--- config.mk ---
export PLATFORM = sky130hd
export DESIGN_NAME = plane_rw_buf_flat
export DESIGN_NICKNAME = d
export VERILOG_FILES = /design/src/rtl/plane_rw_buf_if.sv /design/src/rtl/plane_rw_buf.sv /design/src/flat_wrapper.sv
export SDC_FILE = /design/constraint.sdc
export NUM_CORES = 1
export LEC_CHECK = 0
export ABC_AREA = 1
export CAP_MARGIN = 20
export CORE_MARGIN = 3
export CORE_UTILIZATION = 35
export DETAILED_ROUTE_END_ITERATION = 10
export GPL_ROUTABILITY_DRIVEN = 0
export PLACE_DENSITY = 0.61
export SYNTH_ARGS = -nofsm -noshare
export SYNTH_HDL_FRONTEND = slang
export SYNTH_SLANG_ARGS = --single-unit
--- constraint.sdc ---
create_clock -name clk -period 3.7 [get_ports clk]
set_input_delay 0.555 -clock clk [delete_from_list [all_inputs] [get_ports clk]]
set_output_delay 0.555 -clock clk [all_outputs]
set_load 0.01 [all_outputs]
--- src/rtl/plane_rw_buf_if.sv ---
// rtl/plane_rw_buf_if.sv - Write/read handshake bundle for plane_rw_buf
interface plane_rw_buf_if #(
    parameter int DW    = 11,
    parameter int NCH   = 3,
    parameter int NR    = 2,
    parameter int NC    = 4,
    parameter int DEPTH = 4,
    parameter int AW    = $clog2(DEPTH),
    parameter int CW    = (NCH > 1) ? $clog2(NCH) : 1
);
    logic                                   wr_valid;
    logic                                   wr_ready;
    logic                                   wr_mode;
    logic [CW-1:0]                          wr_ch;
    logic [AW-1:0]                          wr_addr;
    logic [NCH-1:0][NR-1:0][NC-1:0][DW-1:0] b;
    logic                                   rd_req_valid;
    logic                                   rd_req_ready;
    logic [AW-1:0]                          rd_addr;
    logic                                   rd_rsp_valid;
    logic                                   rd_rsp_ready;
    logic [NR-1:0][NC-1:0][DW-1:0]          c;
    logic [AW-1:0]                          rd_rsp_addr;
    logic                                   busy;

    modport master (
        output wr_valid, wr_mode, wr_ch, wr_addr, b, rd_req_valid, rd_addr, rd_rsp_ready,
        input  wr_ready, rd_req_ready, rd_rsp_valid, c, rd_rsp_addr, busy
    );

    modport slave (
        input  wr_valid, wr_mode, wr_ch, wr_addr, b, rd_req_valid, rd_addr, rd_rsp_ready,
        output wr_ready, rd_req_ready, rd_rsp_valid, c, rd_rsp_addr, busy
    );
endinterface

--- src/rtl/plane_rw_buf.sv ---
// rtl/plane_rw_buf.sv - DEPTH-entry plane buffer with overwrite/accumulate writes and a registered read response
module plane_rw_buf #(
    parameter int DW    = 11,
    parameter int NCH   = 3,
    parameter int NR    = 2,
    parameter int NC    = 4,
    parameter int DEPTH = 4,
    parameter int AW    = $clog2(DEPTH),
    parameter int CW    = (NCH > 1) ? $clog2(NCH) : 1
) (
    input  logic         clk,
    input  logic         rst,
    plane_rw_buf_if.slave bus
);
    typedef logic [NR-1:0][NC-1:0][DW-1:0] plane_t;
    typedef enum logic {S_IDLE, S_ACC} state_t;

    localparam logic [AW:0] LP_DEPTH = (AW+1)'(DEPTH);
    localparam logic [CW:0] LP_NCH   = (CW+1)'(NCH);

    state_t        r_state;
    state_t        w_next_state;
    plane_t        r_mem [DEPTH];
    plane_t        r_op;
    logic [AW-1:0] r_acc_addr;
    logic          r_rsp_valid;
    plane_t        r_c;
    logic [AW-1:0] r_rsp_addr;

    logic          w_wr_ok;
    logic          w_wr_ready;
    logic          w_ow;
    logic          w_acc_start;
    plane_t        w_sel;
    logic          w_rd_ready;
    logic          w_rd_fire;
    logic          w_rd_in_range;

    // Bad channel or address: the write handshakes but has no effect
    always_comb begin
        w_wr_ok = ({1'b0, bus.wr_ch} < LP_NCH) && ({1'b0, bus.wr_addr} < LP_DEPTH);
        w_sel   = '0;
        if (w_wr_ok) begin
            w_sel = bus.b[bus.wr_ch];
        end
    end

    always_ff @(posedge clk or negedge rst) begin
        if (!rst) begin
            r_state <= S_IDLE;
        end else begin
            r_state <= w_next_state;
        end
    end

    always_comb begin
        w_next_state = r_state;
        w_wr_ready   = 1'b0;
        w_ow         = 1'b0;
        w_acc_start  = 1'b0;
        case (r_state)
            S_IDLE: begin
                w_wr_ready = 1'b1;
                if (bus.wr_valid && w_wr_ok) begin
                    if (bus.wr_mode) begin
                        w_acc_start  = 1'b1;
                        w_next_state = S_ACC;
                    end else begin
                        w_ow = 1'b1;
                    end
                end
            end
            S_ACC: begin
                w_next_state = S_IDLE;
            end
            default: begin
                w_next_state = S_IDLE;
            end
        endcase
    end

    always_ff @(posedge clk or negedge rst) begin
        if (!rst) begin
            r_op       <= '0;
            r_acc_addr <= '0;
        end else if (w_acc_start) begin
            r_op       <= w_sel;
            r_acc_addr <= bus.wr_addr;
        end
    end

    // Element-wise add so carries never cross word boundaries
    always_ff @(posedge clk or negedge rst) begin
        if (!rst) begin
            for (int i = 0; i < DEPTH; i++) begin
                r_mem[i] <= '0;
            end
        end else if (w_ow) begin
            r_mem[bus.wr_addr] <= w_sel;
        end else if (r_state == S_ACC) begin
            for (int r = 0; r < NR; r++) begin
                for (int k = 0; k < NC; k++) begin
                    r_mem[r_acc_addr][r][k] <= r_mem[r_acc_addr][r][k] + r_op[r][k];
                end
            end
        end
    end

    assign w_rd_ready    = !r_rsp_valid || bus.rd_rsp_ready;
    assign w_rd_fire     = bus.rd_req_valid && w_rd_ready;
    assign w_rd_in_range = ({1'b0, bus.rd_addr} < LP_DEPTH);

    // Sampling r_mem here sees the pre-edge contents, giving read-before-write
    always_ff @(posedge clk or negedge rst) begin
        if (!rst) begin
            r_rsp_valid <= 1'b0;
            r_c         <= '0;
            r_rsp_addr  <= '0;
        end else if (w_rd_fire) begin
            r_rsp_valid <= 1'b1;
            r_c         <= w_rd_in_range ? r_mem[bus.rd_addr] : '0;
            r_rsp_addr  <= bus.rd_addr;
        end else if (bus.rd_rsp_ready) begin
            r_rsp_valid <= 1'b0;
        end
    end

    assign bus.wr_ready     = w_wr_ready;
    assign bus.busy         = (r_state == S_ACC);
    assign bus.rd_req_ready = w_rd_ready;
    assign bus.rd_rsp_valid = r_rsp_valid;
    assign bus.c            = r_c;
    assign bus.rd_rsp_addr  = r_rsp_addr;
endmodule

--- src/flat_wrapper.sv ---
// flat-port wrapper written by rule: the top's interface ports become plain ports
module plane_rw_buf_flat 
#(
    parameter int DW    = 11,
    parameter int NCH   = 3,
    parameter int NR    = 2,
    parameter int NC    = 4,
    parameter int DEPTH = 4,
    parameter int AW    = $clog2(DEPTH),
    parameter int CW    = (NCH > 1) ? $clog2(NCH) : 1
)
  (clk, rst, bus_wr_valid, bus_wr_mode, bus_wr_ch, bus_wr_addr, bus_b, bus_rd_req_valid, bus_rd_addr, bus_rd_rsp_ready, bus_wr_ready, bus_rd_req_ready, bus_rd_rsp_valid, bus_c, bus_rd_rsp_addr, bus_busy);
  plane_rw_buf_if #(.DW(DW), .NCH(NCH), .NR(NR), .NC(NC), .DEPTH(DEPTH), .AW(AW), .CW(CW)) bus_i ();
  input  logic clk;
  input  logic rst;
  input wire logic [$bits(bus_i.wr_valid)-1:0] bus_wr_valid;
  input wire logic [$bits(bus_i.wr_mode)-1:0] bus_wr_mode;
  input wire logic [$bits(bus_i.wr_ch)-1:0] bus_wr_ch;
  input wire logic [$bits(bus_i.wr_addr)-1:0] bus_wr_addr;
  input wire logic [$bits(bus_i.b)-1:0] bus_b;
  input wire logic [$bits(bus_i.rd_req_valid)-1:0] bus_rd_req_valid;
  input wire logic [$bits(bus_i.rd_addr)-1:0] bus_rd_addr;
  input wire logic [$bits(bus_i.rd_rsp_ready)-1:0] bus_rd_rsp_ready;
  output wire logic [$bits(bus_i.wr_ready)-1:0] bus_wr_ready;
  output wire logic [$bits(bus_i.rd_req_ready)-1:0] bus_rd_req_ready;
  output wire logic [$bits(bus_i.rd_rsp_valid)-1:0] bus_rd_rsp_valid;
  output wire logic [$bits(bus_i.c)-1:0] bus_c;
  output wire logic [$bits(bus_i.rd_rsp_addr)-1:0] bus_rd_rsp_addr;
  output wire logic [$bits(bus_i.busy)-1:0] bus_busy;
  assign bus_i.wr_valid = bus_wr_valid;
  assign bus_i.wr_mode = bus_wr_mode;
  assign bus_i.wr_ch = bus_wr_ch;
  assign bus_i.wr_addr = bus_wr_addr;
  assign bus_i.b = bus_b;
  assign bus_i.rd_req_valid = bus_rd_req_valid;
  assign bus_i.rd_addr = bus_rd_addr;
  assign bus_i.rd_rsp_ready = bus_rd_rsp_ready;
  assign bus_wr_ready = bus_i.wr_ready;
  assign bus_rd_req_ready = bus_i.rd_req_ready;
  assign bus_rd_rsp_valid = bus_i.rd_rsp_valid;
  assign bus_c = bus_i.c;
  assign bus_rd_rsp_addr = bus_i.rd_rsp_addr;
  assign bus_busy = bus_i.busy;
  plane_rw_buf #(.DW(DW), .NCH(NCH), .NR(NR), .NC(NC), .DEPTH(DEPTH), .AW(AW), .CW(CW)) u_core (.clk(clk), .rst(rst), .bus(bus_i));
endmodule
-- Yosys cells after proc, flatten, opt, wreduce, memory -nomap -nowiden
Index checks and enable logic that the tools add are counted.
- flip-flop bits (word level): 534
- input port bits: 276
- output and inout bits: 94
- logic and storage cells: 127
- $add $sub $neg: 8
- magnitude comparators: 7
- muxes and demuxes: 48
- bitwise operators: 4
- reduce and logical (&&, ||, !) cells: 8
- operator list (cell ; count):
    $bwmux W352 ; 9
    $demux W88 S2 ; 9
    $mux W352 ; 2
    $mux W88 ; 8
    $bmux W88 S2 ; 3
    $add A11 B11 Y11 ; 8
    $mux W77 ; 1
    $mux W66 ; 1
    $mux W55 ; 1
    $mux W44 ; 1
    $mux W33 ; 1
    $mux W22 ; 1
    $mux W11 ; 1
    $ge A3 B3 Y1 const B ; 3
    $mux W1 ; 9
    $not A2 Y3 ; 3
    $lt A3 B1 Y1 const B ; 2
    $logic_and A1 B1 Y1 ; 4
    $reduce_bool A2 Y1 ; 2
    $lt A2 B3 Y1 const B ; 1
    $lt A2 B2 Y1 const B ; 1
    $pmux W1 S2 ; 1
    $logic_not A1 Y1 ; 1
    $logic_or A1 B1 Y1 ; 1
    $not A1 Y1 ; 1

-- Depth between registers and ports, before layout
- depth in word-level cells: 15
- mapped depth: 19
- depth with buffers taken out: 16

-- Worst setup path after synthesis
OpenSTA, ideal clock, no wires.
- kind: register to register
- start point: reg u_core.r_acc_addr[1]
- end point: reg u_core.r_mem[59] in the netlist's numbering
- setup time: 130 ps
- arrival: 2896 ps
- required time: 3570 ps
- path slack: 674 ps
- stages on the path, launching flop included: 17
- buffers on the path: 3
- period minus slack after synthesis: 3026 ps
- cell sequence: dfrtp_1 buf_2 inv_2 nor2_2 inv_1 clkbuf_1 buf_1 o221ai_1 ha_1 fa_1 nand2_1 nand3_1 nand2_1 xor2_1 o22ai_1 nand2_1 o21ai_0
- longest elaborated chain between the ends: 15
- elaborated cells between the ends (all ways): 34
- classes of those cells: add/sub (8); order compare (2); mux (22); bitwise (1); reduce/logical (1)
- RTL lines (element ; line ; RTL):
    start: declaration ; plane_rw_buf.sv:25 ; logic [AW-1:0] r_acc_addr;
    start signal: assignment ; plane_rw_buf.sv:88 ; r_acc_addr <= bus.wr_addr;
    $not A2 Y3 (implied by the code) * ; plane_rw_buf.sv:103 ; r_mem[r_acc_addr][r][k] <= r_mem[r_acc_addr][r][k] + r_op[r][k];
    $bmux W88 S2 ; plane_rw_buf.sv:103 ;
    $mux W88 (implied by the code) (2 in a row) ; plane_rw_buf.sv:103 ;
    $add A11 B11 Y11 ; plane_rw_buf.sv:103 ;
    $bwmux W352 (7 in a row) ; plane_rw_buf.sv:103 ;
    $bwmux W352 * ; plane_rw_buf.sv:103 ;
    $mux W352 * ; plane_rw_buf.sv:100 ; end else if (r_state == S_ACC) begin
    $mux W352 * ; plane_rw_buf.sv:98 ; end else if (w_ow) begin
    end signal: indexed assignment ; plane_rw_buf.sv:99 ; r_mem[bus.wr_addr] <= w_sel;
    end signal: indexed assignment ; plane_rw_buf.sv:103 ;
    end: declaration ; plane_rw_buf.sv:23 ; plane_t r_mem [DEPTH];
Mark *: on every way between the ends. The rest lies on a longest branch, timed or not. The select of a mux whose other input is x is not followed.
A chain may end at the register's enable or synchronous reset.

-- Worst setup path in the final report
- start point: reg u_core.r_acc_addr[1]
- end point: reg u_core.r_mem[70] in the netlist's numbering
Same word-level chain as after synthesis.

==> impl_metrics.env <==
export IMPL_status="finished clean"
export IMPL_critPathKind="register to register"
export IMPL_path_max_fanout=22
export IMPL_overflow=0
export IMPL_die_w_um=314.0
export IMPL_cp_num_cells=13
export IMPL_dr_pass1_iters=5
export IMPL_drt_wl_total_um=142600
export IMPL_crit_family="adder cells"
export IMPL_hold_start="bus_wr_ch[1]"
export IMPL_ys_flop_type="dfrtp_1"
export IMPL_synth_top_cell_by_area="dfrtp_1"
export IMPL_crit_buf_inv=1
export IMPL_yosysWarnings=0
export IMPL_min_path_type="input pin to register"
export IMPL_antenna_left=0
export IMPL_htreeDepth=2
export IMPL_cts_sinks=534
export IMPL_async_flop_share_pct=100.0
export IMPL_finClkSkew_ns=0.02254
export IMPL_synth_most_common_cell="nand2_1"
export IMPL_rr_worst_depth=13
export IMPL_drive_above_1_share_pct=5.667
export IMPL_tightestPinTransition_ns=1.065
export IMPL_slew_headroom_pct=28.25
export IMPL_syn_nets=5038
export IMPL_drtIter0Drc=3691
export IMPL_synth_seq_cells=534
export IMPL_start_kind="register"
export IMPL_regToRegStartpoint="u_core.r_acc_addr[1]"
export IMPL_synth_top_cell_area_share_pct=40.25
export IMPL_syn_area_per_cell_um2=7.103
export IMPL_cpMostUsedCell="nand2_1"
export IMPL_max_cap_violations=0
export IMPL_clk_pin_slew_ns=0.07
export IMPL_ir_drop_mv=0.4333
export IMPL_dp_worst_setup_slack_ns=0.5284
export IMPL_grtUsageTotal_pct=28.13
export IMPL_power_leakage_nw=19.09
export IMPL_slowest_delay_ns=0.66
export IMPL_initial_core_util_pct=35.41
export IMPL_ys_top_cells_by_area="dfrtp_1, nand2_1, nor2_1"
export IMPL_design_die_area_um2=98590
export IMPL_critPathArrivalTime_ns=3.80
export IMPL_min_to="u_core.bus.busy"
export IMPL_cts_path_max_buffers=3
export IMPL_drc=0
export IMPL_synth_common_cells="nand2_1, dfrtp_1, nor2_1, o21ai_0, inv_1"
export IMPL_postLayoutSetupSlackWorst_ns=0.4179
export IMPL_hpwlAfterDp_um=91180
export IMPL_cts_tree="done"
export IMPL_period_needed_ns=3.282
export IMPL_cts_root_buf="clkbuf_16"
export IMPL_finalHoldViolCount=0
export IMPL_area_delta_synth_final_pct=23.05
export IMPL_cp_end_kind="register"
export IMPL_synth_edf_count=0
export IMPL_finalMaxSlewViolations=0
export IMPL_ys_types=38
export IMPL_wl_per_cell_um=22.81
export IMPL_pwr_density_cell_nw_per_um2=710.8
export IMPL_rsz0062_at_grt="false"
export IMPL_synthCells=4674
export IMPL_io_buffers=369
export IMPL_final_area_um2=40850
export IMPL_die_h_um=314.0
export IMPL_num_rows=112
export IMPL_core_um2=93750
export IMPL_io_pins=370
export IMPL_num_vias=35300
export IMPL_placed_area_um2=38840
export IMPL_fin_crit_sh_pct=88.70
export IMPL_grt_max_degree=96
export IMPL_setup_violations=0
export IMPL_grt_pass1_wl_um=213000
export IMPL_worstPathRequired_ns=4.22
export IMPL_ys_seq_area_share_pct=40.25
export IMPL_p_total_w=0.02904
export IMPL_reg2reg_to="u_core.r_mem[70]"
export IMPL_antenna_found_initial=3
export IMPL_numCtsBuffers=59
export IMPL_cp_cell_sequence="nor2_4, buf_12, a22oi_1, o221ai_1, ha_1, fa_1, nand2_1, nand3_1, nand2_1, xor2_1, o22ai_1, nand2_1, o21ai_0"
export IMPL_syn_cell_area_um2=33200
export IMPL_max_freq_mhz=304.7
export IMPL_slowest_stage="dfrtp_1"
export IMPL_fin_util_pct=43.58
export IMPL_cts_resized=0
export IMPL_grt_pass1_vias=34280
export IMPL_nNetsFinal=5311
export IMPL_finalSetupTns_ns=0
export IMPL_hold_depth=4
export IMPL_insertion_delay_ns=0.65
export IMPL_reg2reg_setup_slack_ns=0.42
export IMPL_avgViaCountPerCell=5.648
==> registers in the layout (all words and copies together) (netlist names) <==
register and cells:
u_core.bus.busy 1, u_core.bus.c 88, u_core.bus.rd_rsp_addr 2, u_core.bus.rd_rsp_valid 1
u_core.r_acc_addr 2, u_core.r_mem 352, u_core.r_op 88
==> cells by family (layout without fill, tap and decap cells) <==
group           Yosys count  count (layout)  share of synthesized area [%]
compound gates         1164            1164                          21.07
fa+ha+maj                88              88                          3.497
buf+inv                 672             992                          7.994
other cells               0               2                              0
simple gates           2186            2186                          26.40
xor+xnor                 30              30                         0.7914
flops                   534             534                          40.25
==> worst min-delay path: stages <==
cell     delay [ns]
buf_2          0.13
a21oi_4        0.08
inv_1          0.09
nor3_4         0.07
==> how the worst max path moves through the flow <==
stage | from | endpoint | slack, ns
detailed placement | u_core.r_acc_addr[1] | u_core.r_mem[70] | 0.53
floorplan | u_core.r_acc_addr[1] | u_core.r_mem[59] | 0.67
global route | u_core.r_acc_addr[1] | u_core.r_mem[70] | 0.30
finish | u_core.r_acc_addr[1] | u_core.r_mem[70] | 0.42
global placement | u_core.r_acc_addr[1] | u_core.r_mem[70] | 0.55
CTS | u_core.r_acc_addr[1] | u_core.r_mem[70] | 0.51
==> metrics by stage <==
stage               cells  hold WS, ns
detailed placement   6139       0.4653
global route         6248       0.3677
global placement     6135       0.4647
CTS                  6248       0.3025
finish               6250       0.3237
floorplan            4674       0.2594
==> layer usage <==
layer | global-route usage (%) | vias up | share of wire (%)
met3 | 4.193 | 379 | 8.4
met4 | 12.66 | 0 | 5.0
li1 | - | 16260 | -
met1 | 35.69 | 16850 | 39
met5 | 0 | - | 0
met2 | 47.41 | 1811 | 48
==> layout by cell type, fill, tap and decap left out, types with 11 or more instances in the layout <==
cell | synthesis | routed
o21ai_0 | 371 | 371
clkinv_2 | 1 | 12
dfrtp_1 | 534 | 534
clkdlybuf4s50_1 | 0 | 364
clkbuf_8 | 0 | 23
nand3b_1 | 16 | 16
clkbuf_16 | 0 | 59
nand3_1 | 296 | 296
nor2_1 | 531 | 529
a22oi_1 | 112 | 112
buf_4 | 8 | 98
xor2_1 | 22 | 22
o211ai_1 | 52 | 52
o221ai_1 | 145 | 145
nand4_1 | 11 | 11
a21oi_1 | 310 | 310
o21ai_1 | 18 | 18
buf_12 | 0 | 41
ha_1 | 80 | 80
a31oi_1 | 41 | 41
inv_1 | 364 | 361
o22ai_1 | 106 | 106
nand2_1 | 1301 | 1297
==> area by class of cell <==
cell class | instances | area (um^2)
tap | 1254 | 1569
sequential | 534 | 13360
clock buffer | 92 | 1831
multi-input combinational | 3468 | 17250
fill | 9569 | 52900
inverter | 377 | 1434
timing repair buffer | 507 | 5235
clock inverter | 16 | 170.2
antenna | 2 | 5.005
==> where the power goes <==
group          total (W)  switching [W]  internal, W  leakage (nW)
sequential       0.00982        0.00168      0.00814          6.65
clock            0.00620        0.00262      0.00358          1.00
combinational     0.0130        0.00806      0.00495          11.4
total             0.0290         0.0124       0.0167          19.1
==> what timing repair did <==
action / CTS / global route
endpoints found under the hold margin: 5 / 0
hold buffers: 1 / 0
buffers inserted: 0 / 0
No activity file was read; power rests on OpenSTA's default activity.
